`src/rtl/rn_result_tx.sv`:
```
// rn_result_tx
// ------------
// Transmit side of the RN diagnostic path. A start request reads N 16-bit
// result samples from the RN result RAM (1-cycle read latency). It packs
// them in pairs, low sample first, into 32-bit words. Each word is written
// into the FPGA-to-host FIFO that feeds the rn_diag_result device.
//
// Optional feature (macro RN_TX_CHECKSUM_EN):
//   When defined, a running 16-bit sum of the samples is kept. After the
//   last data word, one trailer word {16'hA5A5, sum} is written.
//
// Ports:
//   iClk        bus clock
//   iReset      synchronous active-high reset
//   iStart      one-cycle start request, honoured only while idle
//   i8Length    sample count N, latched on start (0 means 2^ADDR_W)
//   o8RamAddr   RAM read address
//   oRamReadEna RAM read enable
//   i16RamData  RAM read data, valid the cycle after oRamReadEna
//   oFifoWrEn   FIFO write strobe (never asserted while iFifoFull)
//   o32FifoData FIFO write data
//   iFifoFull   FIFO full flag
//   oBusy       high while reading, packing or writing
//   oDone       one-cycle completion pulse
module rn_result_tx #(
    parameter int                 ADDR_W    = 8,
    parameter logic [ADDR_W-1:0]  BASE_ADDR = {ADDR_W{1'b0}},
    parameter logic [15:0]        PAD_VALUE = 16'h0000
) (
    input  logic              iClk,
    input  logic              iReset,
    input  logic              iStart,
    input  logic [ADDR_W-1:0] i8Length,
    output logic [ADDR_W-1:0] o8RamAddr,
    output logic              oRamReadEna,
    input  logic [15:0]       i16RamData,
    output logic              oFifoWrEn,
    output logic [31:0]       o32FifoData,
    input  logic              iFifoFull,
    output logic              oBusy,
    output logic              oDone
);

    typedef enum logic [2:0] {
        S_IDLE = 3'd0,
        S_RD   = 3'd1,
        S_LAT  = 3'd2,
        S_WR   = 3'd3,
        S_CHK  = 3'd4,
        S_DONE = 3'd5
    } state_t;

    // Modulo-2^16 accumulate used for the trailer checksum.
    function automatic logic [15:0] sum16(input logic [15:0] acc, input logic [15:0] val);
        sum16 = acc + val;
    endfunction

    state_t              state_q, state_d;
    logic [ADDR_W:0]     len_q, len_d;      // one extra bit so 2^ADDR_W fits
    logic [ADDR_W:0]     cnt_q, cnt_d;
    logic [ADDR_W:0]     cnt_inc_s;
    logic [ADDR_W-1:0]   addr_q, addr_d;
    logic                half_q, half_d;    // 0: low half next, 1: high half next
    logic [31:0]         word_q, word_d;
    logic                rd_en_q, rd_en_d;
    logic [ADDR_W-1:0]   ram_addr_q, ram_addr_d;
    logic                busy_q, busy_d;
    logic                done_q, done_d;
`ifdef RN_TX_CHECKSUM_EN
    logic [15:0]         sum_q, sum_d;
`endif

    assign cnt_inc_s = cnt_q + {{ADDR_W{1'b0}}, 1'b1};

    // Next-state, datapath and next registered-output computation.
    always_comb begin
        state_d = state_q;
        len_d   = len_q;
        cnt_d   = cnt_q;
        addr_d  = addr_q;
        half_d  = half_q;
        word_d  = word_q;
`ifdef RN_TX_CHECKSUM_EN
        sum_d   = sum_q;
`endif
        case (state_q)
            S_IDLE: begin
                if (iStart) begin
                    state_d = S_RD;
                    if (i8Length == {ADDR_W{1'b0}}) begin
                        len_d = {1'b1, {ADDR_W{1'b0}}};
                    end else begin
                        len_d = {1'b0, i8Length};
                    end
                    cnt_d  = {(ADDR_W+1){1'b0}};
                    addr_d = BASE_ADDR;
                    half_d = 1'b0;
`ifdef RN_TX_CHECKSUM_EN
                    sum_d  = 16'h0000;
`endif
                end else begin
                    state_d = S_IDLE;
                end
            end
            S_RD: begin
                state_d = S_LAT;
            end
            S_LAT: begin
                addr_d = addr_q + {{(ADDR_W-1){1'b0}}, 1'b1};
                cnt_d  = cnt_inc_s;
                half_d = ~half_q;
`ifdef RN_TX_CHECKSUM_EN
                sum_d  = sum16(sum_q, i16RamData);
`endif
                if (half_q) begin
                    word_d[31:16] = i16RamData;
                    state_d       = S_WR;
                end else begin
                    word_d[15:0] = i16RamData;
                    if (cnt_inc_s == len_q) begin
                        // Odd count: the high half will never be filled.
                        word_d[31:16] = PAD_VALUE;
                        state_d       = S_WR;
                    end else begin
                        state_d = S_RD;
                    end
                end
            end
            S_WR: begin
                if (!iFifoFull) begin
                    if (cnt_q == len_q) begin
`ifdef RN_TX_CHECKSUM_EN
                        state_d = S_CHK;
                        word_d  = {16'hA5A5, sum_q};
`else
                        state_d = S_DONE;
`endif
                    end else begin
                        state_d = S_RD;
                        half_d  = 1'b0;
                    end
                end else begin
                    state_d = S_WR;
                end
            end
            S_CHK: begin
`ifdef RN_TX_CHECKSUM_EN
                if (!iFifoFull) begin
                    state_d = S_DONE;
                end else begin
                    state_d = S_CHK;
                end
`else
                state_d = S_IDLE;
`endif
            end
            S_DONE: begin
                state_d = S_IDLE;
            end
            default: begin
                state_d = S_IDLE;
            end
        endcase

        // Registered outputs follow the state being entered.
        rd_en_d = (state_d == S_RD);
        busy_d  = (state_d == S_RD) || (state_d == S_LAT) ||
                  (state_d == S_WR) || (state_d == S_CHK);
        done_d  = (state_d == S_DONE);
        if (state_d == S_RD) begin
            ram_addr_d = addr_d;
        end else begin
            ram_addr_d = ram_addr_q;
        end
    end

    // State, datapath and output registers with synchronous reset.
    always_ff @(posedge iClk) begin
        if (iReset) begin
            state_q    <= S_IDLE;
            len_q      <= {(ADDR_W+1){1'b0}};
            cnt_q      <= {(ADDR_W+1){1'b0}};
            addr_q     <= BASE_ADDR;
            half_q     <= 1'b0;
            word_q     <= 32'h0000_0000;
            rd_en_q    <= 1'b0;
            ram_addr_q <= BASE_ADDR;
            busy_q     <= 1'b0;
            done_q     <= 1'b0;
`ifdef RN_TX_CHECKSUM_EN
            sum_q      <= 16'h0000;
`endif
        end else begin
            state_q    <= state_d;
            len_q      <= len_d;
            cnt_q      <= cnt_d;
            addr_q     <= addr_d;
            half_q     <= half_d;
            word_q     <= word_d;
            rd_en_q    <= rd_en_d;
            ram_addr_q <= ram_addr_d;
            busy_q     <= busy_d;
            done_q     <= done_d;
`ifdef RN_TX_CHECKSUM_EN
            sum_q      <= sum_d;
`endif
        end
    end

    // The write strobe must react to iFifoFull in the same cycle, so it is
    // decoded from the registered state rather than registered itself.
    assign oFifoWrEn   = ((state_q == S_WR) || (state_q == S_CHK)) && !iFifoFull && !iReset;
    assign o32FifoData = word_q;
    assign o8RamAddr   = ram_addr_q;
    assign oRamReadEna = rd_en_q;
    assign oBusy       = busy_q;
    assign oDone       = done_q;

endmodule

```
`config.mk`:
```
export PLATFORM = sky130hd
export DESIGN_NAME = rn_result_tx
export DESIGN_NICKNAME = d
export VERILOG_FILES = /design/src/rtl/rn_result_tx.sv
export SDC_FILE = /design/constraint.sdc
export NUM_CORES = 1
export LEC_CHECK = 0
export ABC_AREA = 1
export CAP_MARGIN = 20
export CELL_PAD_IN_SITES_DETAIL_PLACEMENT = 0
export CELL_PAD_IN_SITES_GLOBAL_PLACEMENT = 1
export CORE_AREA = 5 5 101 103
export DETAILED_ROUTE_END_ITERATION = 16
export DIE_AREA = 0 0 106 108
export HOLD_SLACK_MARGIN = 0.02
export PLACE_DENSITY = 0.81
export SLEW_MARGIN = 40
export SYNTH_ARGS = -nofsm -noshare
export SYNTH_HDL_FRONTEND = slang
export SYNTH_SLANG_ARGS = --single-unit
```
`constraint.sdc`:
```
create_clock -name iClk -period 2.4 [get_ports iClk]
set_input_delay 0.48 -clock iClk [delete_from_list [all_inputs] [get_ports iClk]]
set_output_delay 0.48 -clock iClk [all_outputs]
set_load 0.005 [all_outputs]
```
# --- Word-level counts from Yosys, hierarchy flattened ---
# Cells that the tools add are included.
# W data, S select, Z words.
totals:
  out_inout_bits: 44
  in_bits: 28
  register_bits: 73
op_classes:
  n_reduce_logical: 18
  muxes: 17
  n_bitwise: 1
  eq_ne: 14
  addsub: 2
op_table:
  columns: ["operator", "n"]
  rows:
  - ["$mux W16", 2]
  - ["$eq A9 B9 Y1", 2]
  - ["$mux W9", 2]
  - ["$pmux W9 S2", 1]
  - ["$pmux W8 S2", 1]
  - ["$eq A3 B2 Y1 const B", 4]
  - ["$pmux W3 S4", 1]
  - ["$add A9 B1 Y9 const B", 1]
  - ["$eq A3 B3 Y1 const B", 3]
  - ["$mux W3", 3]
  - ["$add A8 B1 Y8 const B", 1]
  - ["$logic_not A8 Y1", 1]
  - ["$mux W8", 1]
  - ["$reduce_and A2 Y1", 4]
  - ["$eq A3 B1 Y1 const B", 2]
  - ["$ne A2 B2 Y1 const B", 3]
  - ["$logic_or A1 B1 Y1", 4]
  - ["$mux W1", 4]
  - ["$reduce_and A4 Y1", 1]
  - ["$reduce_bool A2 Y1", 2]
  - ["$logic_not A3 Y1", 1]
  - ["$pmux W1 S3", 1]
  - ["$reduce_bool A3 Y1", 1]
  - ["$logic_and A1 B1 Y1", 2]
  - ["3 further kinds", 4]

# --- Depth between registers and ports, before layout ---
depth:
  word_depth: 9
  depth_mapped: 16
  ltp_nobuf: 15

# --- Least setup slack after synthesis ---
# No wires, ideal clock.
synth_path:
  path_type: "reg2reg"
  startpoint: "reg cnt_q[0]"
  endpoint: "reg ram_addr_q[4], in the netlist o8RamAddr[4]"
  n_path_buf: 1
  setup_slack_ns: 0.570
  arrival_ns: 1.717
  t_required_ns: 2.287
  stages_incl_launch_ff: 16
  period_less_slack_ns: 1.830
  path_cell_list: "dfxtp_1 > ha_1 > nand2_1 > inv_1 > nand2_2 > nand2_1 > nand2_1 > nand2_1 > nor2_2 > nand3_4 > nand4_4 > nor2_4 > buf_6 > nand2_1 > nand2_1 > nor2_1"
synth_via:
  elab_chain_len: 6
synth_rtl:
  columns: ["element", "line_no", "rtl"]
  rows:
  - ["from (decl)", "60", "logic [ADDR_W:0] cnt_q, cnt_d;"]
  - ["from (signal assigned)", "182", "cnt_q <= {(ADDR_W+1){1'b0}};"]
  - ["from (signal assigned)", "196", "cnt_q <= cnt_d;"]
  - ["$add A9 B1 Y9", "73", "assign cnt_inc_s = cnt_q + {{ADDR_W{1'b0}}, 1'b1};"]
  - ["$eq A9 B9 Y1", "120", "if (cnt_inc_s == len_q) begin"]
  - ["$mux W2", "120", null]
  - ["$mux W3", "115", "if (half_q) begin"]
  - ["$pmux W3 S4 (*)", "86", "case (state_q)"]
  - ["$eq A3 B1 Y1 (*)", "170", "if (state_d == S_RD) begin"]
  - ["to (signal assigned)", "201", "ram_addr_q <= ram_addr_d;"]
  - ["to (decl)", "66", "logic [ADDR_W-1:0] ram_addr_q, ram_addr_d;"]
# Mark *: on every way between the ends. The rest lies on a longest branch, timed or not.
# A chain may end at the register's enable or synchronous reset.

# --- Worst setup path after layout ---
layout_path:
  startpoint: "reg state_q[2]"
  endpoint: "out oFifoWrEn"
layout_via:
  elab_chain_len: 4
layout_rtl:
  columns: ["element", "line_no", "rtl"]
  rows:
  - ["from (decl)", "58", "state_t state_q, state_d;"]
  - ["from (signal assigned)", "194", "state_q <= state_d;"]
  - ["$eq A3 B2 Y1 / $eq A3 B3 Y1 (equally long branches)", "212", "assign oFifoWrEn = ((state_q == S_WR) || (state_q == S_CHK)) && !iFifoFull && !iReset;"]
  - ["$logic_or A1 B1 Y1 (*)", "212", null]
  - ["$logic_and A1 B1 Y1 (*) (2 in a row)", "212", null]
  - ["to (decl)", "37", "output logic oFifoWrEn,"]
# Marks and branches as above.

==> out/results.ini <==
[finish]
fin_cells=634
drive_gt1_frac=0.0880
nets=548
postLayoutCoreUtil=0.474
diodes=0
area_delta_synth_final_pct=34.3

[setup_path]
end_kind=output pin
path_class=register to output pin
path_max_fanout=5
required_ns=1.92
reg2reg_from=cnt_q[0]
critPathArrivalTime_ns=1.77
cp-startpoint=state_q[2]
cp-start-kind=register

[synth]
synth_area_um2=3210
netlist_top_cells_area=dfxtp_1 45%, nor2_1 9.5%, nand2_1 7.8%
synth_cell_types=33
synthCells=439
synth-edff-count=0
yosysTopAreaCell=dfxtp_1
avgSynthCellArea_um2=7.32
synthTopCellsByCount=81 x nor2_1, 73 x dfxtp_1, 67 x nand2_1
ys.flop_type=dfxtp_1
ys_seq_elements=73
yosysWarnings=0
synth_top_area_frac=0.455
yosysSeqAreaShare=0.455
synth_most_common_cell=nor2_1
syn_nets=469
synthArstFlopShare=0

[cts]
clk_pin_slew_ns=0.08
clock_latency_ns=0.35
clockBufferDepth=2
cts_num_sinks=73
cts_tree=built
cts_root_buffer=clkbuf_8
holdBufCountCts=0
cts_made_buffers=9
htreeDepth=3

[pwr]
peakVddDrop_uv=254
p_leak_nw=1.71
power.switching_w=0.000725
p_clk_frac=0.357
seq_power_share=0.487
internal_power_w=0.00196
power_frac_comb=0.156
swShare=0.270
power.density_nw_per_um2=623

[sta]
fin_crit_sh=0.937
drv_slew=0
fin_setup_tns_ns=0
final-setup-viol-count=0
hold_viol=0
slew_headroom=0.705
fin_skew_ns=0.00893
fmax_ghz=0.445
rsz0062_at_grt=false
worst_hold_slack_ns=0.471
min_period_ns=2.25
worst_pin_slew_ns=0.442

[drt]
drc_errors=0
drt_pass1_iterations=4
wirelength_um=8300
antenna_left=0
vias=3048
vias_per_cell=4.81
initialDrtViolationCount=136
routedWlPerCell_um=13.1

[floorplanning]
start_util=0.353
die-area_um2=11400
rows=35
fp.coreArea_um2=9110
boundaryPins=72
dieHeight_um=108
die_w_um=106

[placed_design]
hpwl_um=6140
routabilityCongestion=0.804
dp.cells=617
portBuffers=71

[run_status]
status=complete, no violations

[global_route]
grt_pass1_vias=3037
grt_antenna_before_repair=0
grt_pass1_wl_um=14100
overflow=0
grtUsageTotal=0.151
grt_max_degree=41

[hold_path]
hp-start=len_q[3]
hold_path.class=register to register

[flow_run]
drv_cap=0

[metrics by stage]
stage	power, W	instance area, µm²	worst slack [ns]
after floorplan	0.00154	3210	0.570
after CTS	0.00271	4290	0.0250
after detailed placement	0.00175	4100	0.0985
after global placement	0.00174	4100	0.0664
final	0.00269	4310	0.151
after global routing	0.00283	4310	0.0248
[power groups by stage]
stage | registers [W] | logic, W | clock network [W]
after floorplan | 0.00133 | 0.000209 | 0
after global placement | 0.00134 | 0.000409 | 0
after detailed placement | 0.00134 | 0.000412 | 0
after CTS | 0.00131 | 0.000414 | 0.000989
after global routing | 0.00132 | 0.000473 | 0.00104
final | 0.00131 | 0.000420 | 0.000959
[final cells by class]
class                   count  area (µm²)
fillers                   940        4790
multi-input cells         305        1520
flip-flops and latches     73        1460
repair buffers             87         843
inverters                  42         158
well taps                 111         139
clock buffers              10         128
clock inverters             6        66.3
[cells in the final DEF, fill, tap and decap left out, types with 5 or more instances in the layout]
master / instances
nor2_1: 80
nand3_1: 42
xnor2_1: 5
a21oi_1: 33
buf_4: 15
clkbuf_8: 9
o21ai_0: 28
nand2_1: 67
clkdlybuf4s50_1: 71
inv_1: 41
dfxtp_1: 73
nor3_1: 6
[flip-flops by register name (all words and copies together) (netlist names)]
register     cells
oDone            1
o8RamAddr        8
half_q           1
addr_q           8
o32FifoData     32
oBusy            1
oRamReadEna      1
len_q            9
state_q          3
cnt_q            9
[critical path, stage by stage (launching register included)]
cell             delay [ns]
dfxtp_1                0.33
inv_1                  0.13
nand3_1                0.13
inv_1                  0.09
a21oi_1                0.05
nor3_2                 0.14
clkdlybuf4s50_1        0.55
[per-layer routing]
metal / global-route usage / wire (µm) / part of all wire
met1: 0.186 / 3810 / 0.46
met2: 0.252 / 3920 / 0.47
met3: 0.0454 / 435 / 0.052
met4: 0.0518 / 126 / 0.015
met5: 0 / 0 / 0
[repair_timing]
item                                    CTS  global route
resized for setup                         0             1
buffers inserted                          0             1
endpoints found under the setup margin    0             5
[worst paths after layout]
kind | endpoint | slack (ns) | depth (start not counted)
setup / recovery | oFifoWrEn | 0.15 | 6
hold / removal | len_q[3] | 0.47 | 2
setup reg to reg | o8RamAddr[5] | 0.31 | 15
hold reg to reg | len_q[3] | 0.47 | 2
[cell families (layout without fill, tap and decap cells)]
family | count (synthesis) | in the layout | share of synthesized area
and+or+nand+nor | 218 | 218 | 0.307
AOI/OAI and AO/OA | 76 | 76 | 0.131
DFF | 73 | 73 | 0.455
buffers and inverters | 61 | 145 | 0.0748
xor gates and xnor gates | 9 | 9 | 0.0245
adders and majority gates | 2 | 2 | 0.00779
Note: power is estimated with default switching activity, not from simulation.
